--- src/rtl/pulse_gen.sv ---
// Periodic pulse / PWM generator with a double-buffered config port.
// Optional one-shot mode: define PULSE_GEN_ONESHOT_EN.
//
// Ports:
//   clk, reset   clock and synchronous active-high reset
//   en           run enable
//   oneshot      (PULSE_GEN_ONESHOT_EN only) stop after one period
//   cfg_valid    new config offered
//   cfg_ready    config slot free (no config pending)
//   cfg_period   period-1 (N gives N+1 cycles)
//   cfg_high     cycles out is high per period
//   out          pulse/PWM output
//   cnt_val      current phase count
//   wrap         high on the last cycle of a period
module pulse_gen #(
    parameter int WIDTH        = 8,
    parameter int RESET_PERIOD = 4,
    parameter int RESET_HIGH   = 1
) (
    input  logic             clk,
    input  logic             reset,
    input  logic             en,
`ifdef PULSE_GEN_ONESHOT_EN
    input  logic             oneshot,
`endif
    input  logic             cfg_valid,
    output logic             cfg_ready,
    input  logic [WIDTH-1:0] cfg_period,
    input  logic [WIDTH-1:0] cfg_high,
    output logic             out,
    output logic [WIDTH-1:0] cnt_val,
    output logic             wrap
);

`ifdef PULSE_GEN_ONESHOT_EN
    typedef enum logic [1:0] {IDLE, RUN, DONE} state_t;
`else
    typedef enum logic [1:0] {IDLE, RUN} state_t;
`endif

    state_t           state;
    state_t           next_state;
    logic [WIDTH-1:0] cnt;
    logic [WIDTH-1:0] period_r;
    logic [WIDTH-1:0] high_r;
    logic [WIDTH-1:0] shadow_period;
    logic [WIDTH-1:0] shadow_high;
    logic             pending;
    logic             running;
    logic             at_wrap;

    assign running = (state == RUN);
    assign at_wrap = running && (cnt == period_r);

    // State register
    always_ff @(posedge clk) begin
        if (reset) begin
            state <= IDLE;
        end else begin
            state <= next_state;
        end
    end

    // Next-state logic; a running period always completes before stopping
    always_comb begin
        next_state = state;
        unique case (state)
            IDLE: begin
                if (en) next_state = RUN;
            end
            RUN: begin
                if (at_wrap) begin
                    if (!en) next_state = IDLE;
`ifdef PULSE_GEN_ONESHOT_EN
                    if (oneshot) next_state = DONE;
`endif
                end
            end
`ifdef PULSE_GEN_ONESHOT_EN
            DONE: begin
                if (!en) next_state = IDLE;
            end
`endif
            default: next_state = IDLE;
        endcase
    end

    // Outputs decode registered state only
    always_comb begin
        out       = running && (cnt < high_r);
        wrap      = at_wrap;
        cfg_ready = !pending;
        cnt_val   = cnt;
    end

    // Phase counter: held at 0 outside RUN, returns to 0 at wrap
    always_ff @(posedge clk) begin
        if (reset) begin
            cnt <= '0;
        end else if (running && !at_wrap) begin
            cnt <= cnt + 1'b1;
        end else begin
            cnt <= '0;
        end
    end

    // Config double buffer. Accept and apply are mutually exclusive
    // (accept needs pending=0, apply needs pending=1), so a transfer
    // landing on a wrap edge waits for the following wrap.
    always_ff @(posedge clk) begin
        if (reset) begin
            period_r      <= WIDTH'(RESET_PERIOD);
            high_r        <= WIDTH'(RESET_HIGH);
            shadow_period <= '0;
            shadow_high   <= '0;
            pending       <= 1'b0;
        end else if (cfg_valid && !pending) begin
            shadow_period <= cfg_period;
            shadow_high   <= cfg_high;
            pending       <= 1'b1;
        end else if (pending && (at_wrap || !running)) begin
            period_r <= shadow_period;
            high_r   <= shadow_high;
            pending  <= 1'b0;
        end
    end

endmodule

--- config.mk ---
export PLATFORM = sky130hd
export DESIGN_NAME = pulse_gen
export DESIGN_NICKNAME = d
export VERILOG_FILES = /design/src/rtl/pulse_gen.sv
export SDC_FILE = /design/constraint.sdc
export NUM_CORES = 1
export LEC_CHECK = 0
export ABC_AREA = 1
export BUFFER_PORTS_ARGS = -buffer_cell sky130_fd_sc_hd__buf_2
export CELL_PAD_IN_SITES_DETAIL_PLACEMENT = 1
export CELL_PAD_IN_SITES_GLOBAL_PLACEMENT = 2
export CORE_MARGIN = 8
export CORE_UTILIZATION = 29
export CTS_CLUSTER_SIZE = 12
export DETAILED_ROUTE_END_ITERATION = 12
export GPL_TIMING_DRIVEN = 1
export PLACE_DENSITY = 0.74
export SETUP_SLACK_MARGIN = 0.3
export SYNTH_ARGS = -nofsm -noshare
export SYNTH_HDL_FRONTEND = slang
export SYNTH_SLANG_ARGS = --single-unit
--- constraint.sdc ---
create_clock -name clk -period 1.3 [get_ports clk]
set_input_delay 0.13 -clock clk [delete_from_list [all_inputs] [get_ports clk]]
set_output_delay 0.13 -clock clk [all_outputs]
set_load 0.01 [all_outputs]
==> results.txt, run 1 <==
Critical path class: flip-flop to output pin
Worst-Skew Late Latency: 0.29 ns
Initial antenna violation count: 0
Synth top area share: 41.7%
ANT nets after route: 0
Largest net degree at the start of global routing: 34
CTS Hold Bufs: 0
Max Fclk: 0.633 GHz
Ys flop type: dfxtp_1
Setup crit end kind: output pin
Cells after Synth: 263
Die width: 99.4 um
Top-count cell post-synth: nand2_1
Fin util: 43.3%
VDD IR max: 0.000624 V
Clock root cell: clkbuf_8
Die Y: 99.4 um
PwrDens: 1060 nW/um2
Least-Margin Pin Slew: 0.306 ns
Startpoint Class: flip-flop
I/O pin count: 31
Count of different cell masters after synthesis: 25
DRC errors left: 0
Req. time, crit path: 1.17 ns
Outcome: finished with violations
Fin cells: 398
Clock buffer depth: 2
Iter 0 DRT Violations: 58
Worst setup margin: -0.280 ns
Final #Nets: 345
Drt total wl: 5.35 mm
Hpwl dp: 3.47 mm
Leak: 1.24 nW
Post-synthesis register bit count: 42
Fin Setup TNS: -2.84 ns
DR vias/cell: 4.50
TritonCTS clock tree: done
Die area: 9880 um2
Sw Pwr: 923 uW
Placed cell areas: 2390 um2
GR Overflow Total: 0
CP Max Fanout: 2
Largest cells by area after synthesis: dfxtp_1, a21oi_1, nand2_1, inv_1, nand3_2
Sequential-to-total area share from yosys stat: 41.7%
Syn Area/Cell: 7.67 um2
Area leader, netlist: dfxtp_1
Post-route design area: 2920 um2
Most frequent cells after synthesis: nand2_1, dfxtp_1, inv_1, a21oi_1, nor2_1
Pins Over Slew Limit: 0
Worst hold margin: 0.0446 ns
Number of port buffers: 30
Max H-tree Level: 2
Layout cells sized above 1: 46.2%
Final Cycle Share: 122%
Clk slew on worst S/H paths: 0.08 ns
Core ar.: 6760 um2
Post-place setup slack: -0.121 ns
Failing checks: setup timing
Setup Skew: 0.00514 ns
N_diodes: 0
Reg power frac: 46.5%
CTS sink cnt: 42
Unrepaired setup endpoints after global routing: true
Placed cells: 380
Max_slew headroom: 79.6%
Starting density of the core: 29.9%
GRT Resource Usage Total: 10.8%
Design Power: 3.09 mW
Synth-to-Final Area Change: 44.9%
DRT Pass-1 Iters: 4
Vias in the first global route: 1844
First-pass GRT wire length: 8.71 mm
Gp weighted congestion: 0.692
Number of enable flip-flop cells after synthesis: 0
Synth async-reset ratio: 0%
Final Hold Vio Count: 0
Cell Rows: 30
Combinational Power Share: 21.6%
Wire per inst: 13.4 um
Count of final setup violators: 28
Fill cells: 823
Tmin final: 1.58 ns
Via count: 1790
Post-Synthesis Cell Area: 2020 um2
Synthesized net count: 291
Net Sw Frac: 29.8%
Yosys warns: 0
Max-cap violations: 0
Hold Path Class: input pin to flip-flop
Int Pwr: 2.17 mW
CP Data Arrival Time: 1.45 ns
CTS buffer count: 5
Clk pwr share: 31.8%
[power groups by stage]
stage / Combinational (mW) / Sequential [mW] / Clock (mW)
2_1_floorplan: 0.425 / 1.45 / 0
3_3_place_gp: 0.534 / 1.46 / 0
3_5_place_dp: 0.543 / 1.46 / 0
4_1_cts: 0.593 / 1.44 / 1.01
5_1_grt: 0.760 / 1.45 / 1.07
6_report: 0.669 / 1.44 / 0.985
[registers in the layout, summed over array words and instances (netlist names)]
register	flops
high_r	8
cnt_val	8
shadow_high	8
pending	1
state	1
period_r	8
shadow_period	8
[cell families (layout without fill, tap and decap cells)]
| logic type | after synthesis | count (layout) | share of synthesized area (%) |
|---|---|---|---|
| AOI/OAI and AO/OA | 55 | 55 | 14.0 |
| xor gates and xnor gates | 6 | 6 | 2.61 |
| adders and majority gates | 8 | 8 | 4.96 |
| buffers and inverters | 50 | 105 | 11.7 |
| DFF | 42 | 42 | 41.7 |
| and+or+nand+nor | 102 | 102 | 25.1 |
[final timing paths]
path	end	start	slack (ns)	cells past startpoint
setup / recovery	out	high_r[1]$_SDFFE_PP0P_	-0.28	6
hold / removal	state[0]$_SDFFE_PP0P_	en	0.04	3
setup reg to reg	high_r[1]$_SDFFE_PP0P_	cnt_val[7]$_SDFF_PP0_	-0.13	8
hold reg to reg	shadow_high[1]$_SDFFE_PP0P_	shadow_high[1]$_SDFFE_PP0P_	0.46	2
[worst max-delay path, stage by stage (launching register included)]
cell and delay [ns]:
dfxtp_2 0.35, inv_2 0.05, ha_4 0.22, a21oi_2 0.14
o21ai_2 0.07, a211oi_2 0.16, buf_2 0.16
[layout by cell type (no fill, tap or decap)]
cell type / count
clkbuf_1: 1
xor2_1: 2
a21oi_1: 28
nor2_4: 2
inv_1: 27
clkinv_1: 1
nand2_4: 2
nand2_8: 1
nand2_2: 7
a21oi_2: 7
nor2_1: 22
o21ai_0: 3
buf_12: 2
xnor2_2: 1
o21ai_1: 12
xnor2_1: 3
nand3_4: 2
a211oi_2: 1
nand3_1: 9
inv_4: 1
dfxtp_2: 12
nor3b_2: 1
ha_1: 2
nand2_1: 37
buf_4: 16
nor3_4: 2
nor2_2: 5
dfxtp_1: 23
buf_6: 20
ha_4: 6
inv_2: 9
o21ai_2: 4
buf_2: 20
nand3_2: 10
and3_1: 1
nor3_2: 1
clkbuf_16: 3
clkbuf_8: 5
dfxtp_4: 7
[layout make-up]
class	count	area [um2]	area share [%]
clock inverters	1	6.26	0.214
flip-flops and latches	42	882	30.2
well taps	80	100	3.42
multi-input cells	171	1160	39.8
repair buffers	60	536	18.3
inverters	37	139	4.75
clock buffers	7	97.6	3.34
[timing repair]
| item | CTS | global route |
|---|---|---|
| gates resized for setup | 54 | 41 |
| setup endpoints to repair | 44 | 53 |
| setup buffers | 4 | 4 |
| pin swaps | 8 | 11 |
| hold endpoints to repair | 0 | 0 |
| cloned | 0 | 2 |
[routing by layer]
layer	global-route usage, %	vias up	part of all wire [%]
met5	0	-	0
met4	2.44	0	0.47
met3	2.93	2	3.6
met2	17.3	34	46
met1	14.0	813	50
li1	-	941	-
Power figures use the tool's default switching activity.
==> inputs of run 2 (changes only) <==
- CORE_ASPECT_RATIO: unset -> 0.8
- CTS_CLUSTER_DIAMETER: unset -> 100
==> results.txt, run 2 (synthesized netlist as in run 1, its figures left out) <==
Initial antenna violation count: 0
ANT nets after route: 0
Via count: 1835
Met2 routed WL: 2.66 mm
Setup Skew: 0.00528 ns
FF-to-FF End: period_r[5]$_SDFFE_PP0P_
CTS Hold Bufs: 0
DRT Pass-1 Iters: 4
VDD IR max: 0.000464 V
Worst hold path endpoint: state[0]$_SDFFE_PP0P_
DRC errors left: 0
Most common cell after layout, fill and taps aside: nand2_1
Wire per inst: 13.0 um
Count of final setup violators: 28
Max-cap violations: 0
N_diodes: 0
Hold Startpoint: en
Outcome: finished with violations
Hold Path Class: input pin to flip-flop
Max H-tree Level: 2
Layout cells sized above 1: 43.1%
Synth-to-Final Area Change: 42.8%
Drt total wl: 5.29 mm
Fin cells: 407
Setup crit end kind: output pin
Worst-Skew Late Latency: 0.29 ns
Max_slew headroom: 83.3%
Placed cells: 388
DR vias/cell: 4.51
TritonCTS clock tree: done
Final #Nets: 347
Die width: 109 um
Met1 WL: 2.40 mm
GRT Resource Usage Total: 11.2%
CP Data Arrival Time: 1.48 ns
Clock root cell: clkbuf_8
DR WL met3: 181 um
Worst setup margin: -0.306 ns
Least-Margin Pin Slew: 0.251 ns
Unrepaired setup endpoints after global routing: true
Clock buffer depth: 2
Hold Path Depth: 3
Number of port buffers: 30
Commonest cells after routing, fill and taps aside: nand2_1, inv_1, a21oi_1, dfxtp_1, nor2_1
Design Power: 2.98 mW
Worst hold margin: 0.0483 ns
Max Used Layer: met4
Vias in the first global route: 1960
First-pass GRT wire length: 8.96 mm
PwrDens: 1030 nW/um2
Req. time, crit path: 1.17 ns
Clk slew on worst S/H paths: 0.08 ns
CTS buffer count: 5
I/O pin count: 31
Pins Over Slew Limit: 0
Starting density of the core: 29.6%
FF-to-FF path depth: 11
Critical path class: flip-flop to output pin
Leak: 1.24 nW
CTS sink cnt: 42
Final Cycle Share: 124%
GR Overflow Total: 0
Failing checks: setup timing
Post-place setup slack: -0.119 ns
Final Hold Vio Count: 0
Die Y: 90.6 um
Iter 0 DRT Violations: 55
Gp weighted congestion: 0.727
Core ar.: 6820 um2
Cell Rows: 27
Startpoint Class: flip-flop
Worst R2R Start: cnt_val[1]$_SDFF_PP0_
CP Max Fanout: 3
Largest net degree at the start of global routing: 34
Hpwl dp: 3.65 mm
Register-to-register setup slack: -0.16 ns
Max Fclk: 0.623 GHz
Die area: 9900 um2
Tmin final: 1.61 ns
run 2: changes by cell type in the layout (fill, tap and decap cells not counted), moves of 3 or more:
cell,change
clkbuf_16,-3
dfxtp_1,+4
o21ai_0,+4
dfxtp_2,-5
run 2: cell type report:
type | count | area [um2]
Fill cell | 861 | 3940
Multi-Input combinational cell | 171 | 1130
Sequential cell | 42 | 880
Timing Repair Buffer | 62 | 533
Inverter | 37 | 139
Tap cell | 87 | 109
Clock buffer | 7 | 86.3
Clock inverter | 1 | 5.00
run 2: metrics by stage:
stage	TNS [ns]	util [%]	cell area (um2)
6_report	-3.63	42.2	2880
4_1_cts	-5.19	40.2	2740
5_1_grt	-6.14	42.2	2880
3_5_place_dp	-1.48	35.3	2410
2_1_floorplan	0	-	2070
3_3_place_gp	-0.839	35.3	2410
run 2: how the worst max path moves through the flow:
stage / startpoint / end / slack, ns / cells past startpoint
after floorplan: cnt_val[6]$_SDFF_PP0_ / high_r[6]$_SDFFE_PP0P_ / 0.05 / 11
after global placement: high_r[7]$_SDFFE_PP0P_ / out / -0.09 / 6
after detailed placement: cnt_val[0]$_SDFF_PP0_ / high_r[0]$_SDFFE_PP1P_ / -0.12 / 10
after CTS: cnt_val[3]$_SDFF_PP0_ / wrap / -0.32 / 7
after global routing: cnt_val[3]$_SDFF_PP0_ / out / -0.38 / 5
final: cnt_val[3]$_SDFF_PP0_ / out / -0.31 / 5
run 2: repair_timing:
action | CTS | global route
cloned | 1 | 0
endpoints found under the setup margin | 52 | 42
resized for setup | 45 | 35
setup buffers | 7 | 3
pin swaps | 10 | 12
run 2: worst max-delay path: stages, from the launching register on:
cell	delay (ns)
dfxtp_4	0.37
ha_4	0.25
a21oi_4	0.14
o21ai_2	0.07
a211oi_2	0.18
buf_2	0.16
run 2: per-layer routing:
layer,track usage (%),vias up
li1,-,950
met1,13.1,863
met2,19.3,17
met3,3.07,5
met4,3.37,0
met5,0,-
run 2: report_power, final:
part           switching, mW  total, mW  internal, mW
sequential            0.0585       1.43          1.37
clock                  0.462      0.892         0.429
combinational          0.367      0.654         0.287
total                  0.888       2.98          2.09
==> inputs of run 3 (changes only) <==
==> constraint.sdc (replaced) <==
create_clock -name clk -period 1.3 [get_ports clk]
set_input_delay 0.195 -clock clk [delete_from_list [all_inputs] [get_ports clk]]
set_output_delay 0.195 -clock clk [all_outputs]
set_load 0.01 [all_outputs]
==> results.txt, run 3 (synthesized netlist as in run 1, its figures left out) <==
Synth-to-Final Area Change: 50.7%
Max Used Layer: met4
CP Max Fanout: 2
Max_slew headroom: 79.6%
Fin Setup TNS: -5.16 ns
Commonest cells after routing, fill and taps aside: nand2_1, a21oi_1, inv_1, dfxtp_1, buf_6
Hold Path Depth: 3
Max-cap violations: 0
DRC errors left: 0
Worst hold path endpoint: state[0]$_SDFFE_PP0P_
Int Pwr: 2.42 mW
Iter 0 DRT Violations: 43
Clk slew on worst S/H paths: 0.09 ns
Fin util: 44.6%
Register-to-register setup slack: -0.22 ns
Wire per inst: 13.8 um
DRT Pass-1 Iters: 4
N_diodes: 0
FF-to-FF End: high_r[3]$_SDFFE_PP0P_
Count of final setup violators: 28
Initial antenna violation count: 0
First-pass GRT wire length: 8.67 mm
Setup Skew: 0.0108 ns
Reg power frac: 42.6%
Max H-tree Level: 2
Fill cells: 811
CTS buffer count: 5
Worst R2R Start: cnt_val[3]$_SDFF_PP0_
VDD IR max: 0.000624 V
Gp weighted congestion: 0.677
Hpwl dp: 3.65 mm
Worst-Skew Late Latency: 0.30 ns
Number of port buffers: 30
Req. time, crit path: 1.11 ns
Clk pwr share: 36.2%
Max Fclk: 0.604 GHz
Met2 routed WL: 2.82 mm
Final Cycle Share: 127%
Combinational Power Share: 21.2%
Hold Path Class: input pin to flip-flop
Least-Margin Pin Slew: 0.306 ns
Critical path class: flip-flop to output pin
Unrepaired setup endpoints after global routing: true
Die width: 109 um
Hold Startpoint: en
Net Sw Frac: 28.3%
ANT nets after route: 0
Largest net degree at the start of global routing: 33
Pins Over Slew Limit: 0
Final Hold Vio Count: 0
Worst setup margin: -0.354 ns
Leak: 1.27 nW
GRT Resource Usage Total: 10.8%
Clock buffer depth: 2
Most common cell after layout, fill and taps aside: nand2_1
Startpoint Class: flip-flop
Drt total wl: 5.67 mm
Tmin final: 1.65 ns
Die area: 9900 um2
Failing checks: setup timing
Via count: 1883
Layout cells sized above 1: 47.7%
Die Y: 90.6 um
TritonCTS clock tree: done
PwrDens: 1110 nW/um2
I/O pin count: 31
Clock root cell: clkbuf_8
Core ar.: 6820 um2
CTS Hold Bufs: 0
GR Overflow Total: 0
CTS sink cnt: 42
Vias in the first global route: 1877
DR vias/cell: 4.59
DR WL met3: 162 um
Sw Pwr: 957 uW
Cell Rows: 27
Met1 WL: 2.66 mm
Final #Nets: 350
Setup crit end kind: output pin
CP Data Arrival Time: 1.46 ns
Outcome: finished with violations
FF-to-FF path depth: 10
Starting density of the core: 29.6%
==> run 3: final cells by class <==
type                    instances  area, um2  share of cell area [%]
well taps                      87        109                    3.58
inverters                      37        144                    4.73
multi-input cells             173       1210                    39.7
clock buffers                   7        108                    3.54
repair buffers                 63        564                    18.6
clock inverters                 1       30.0                   0.988
flip-flops and latches         42        878                    28.9
==> run 3: metrics by stage <==
stage	cell area (um2)	cells	setup WS [ns]	hold slack (ns)	power, mW
after floorplan	2080	263	0.0407	0.306	1.88
after detailed placement	2410	388	-0.120	0.424	2.01
after global placement	2410	388	-0.118	0.421	1.99
after CTS	2730	398	-0.384	0.112	3.28
final	3040	410	-0.354	0.124	3.38
after global routing	3040	410	-0.458	0.132	3.56
==> run 3: worst max-delay path by stage <==
stage	start	end	slack, ns
CTS	high_r[3]$_SDFFE_PP0P_	out	-0.38
floorplan	cnt_val[7]$_SDFF_PP0_	high_r[6]$_SDFFE_PP0P_	0.04
global route	high_r[6]$_SDFFE_PP0P_	out	-0.46
global placement	high_r[7]$_SDFFE_PP0P_	out	-0.12
detailed placement	cnt_val[0]$_SDFF_PP0_	high_r[0]$_SDFFE_PP1P_	-0.12
finish	high_r[3]$_SDFFE_PP0P_	out	-0.35
==> run 3: routing by layer <==
layer	GRT usage (%)	vias to the layer above
li1	-	960
met1	12.8	902
met2	18.6	17
met3	2.85	4
met4	2.69	0
met5	0	-
==> run 3: worst max-delay path, stage by stage (launching register included) <==
cell      delay, ns
dfxtp_2        0.35
inv_2          0.04
ha_4           0.23
a21oi_2        0.12
o21ai_2        0.07
a211oi_2       0.18
buf_2          0.16
==> run 3: what timing repair did <==
item / in CTS / in global routing
cloned: 0 / 5
endpoints found under the setup margin: 45 / 53
gates resized for setup: 46 / 57
buffers inserted: 2 / 7
pin swaps: 9 / 8
==> run 3: power by group through the flow <==
stage / Combinational (mW) / Clock, mW / Sequential [mW]
final: 0.716 / 1.22 / 1.44
after CTS: 0.588 / 1.26 / 1.43
after global routing: 0.796 / 1.31 / 1.46
after global placement: 0.531 / 0 / 1.46
after floorplan: 0.427 / 0 / 1.45
after detailed placement: 0.544 / 0 / 1.46
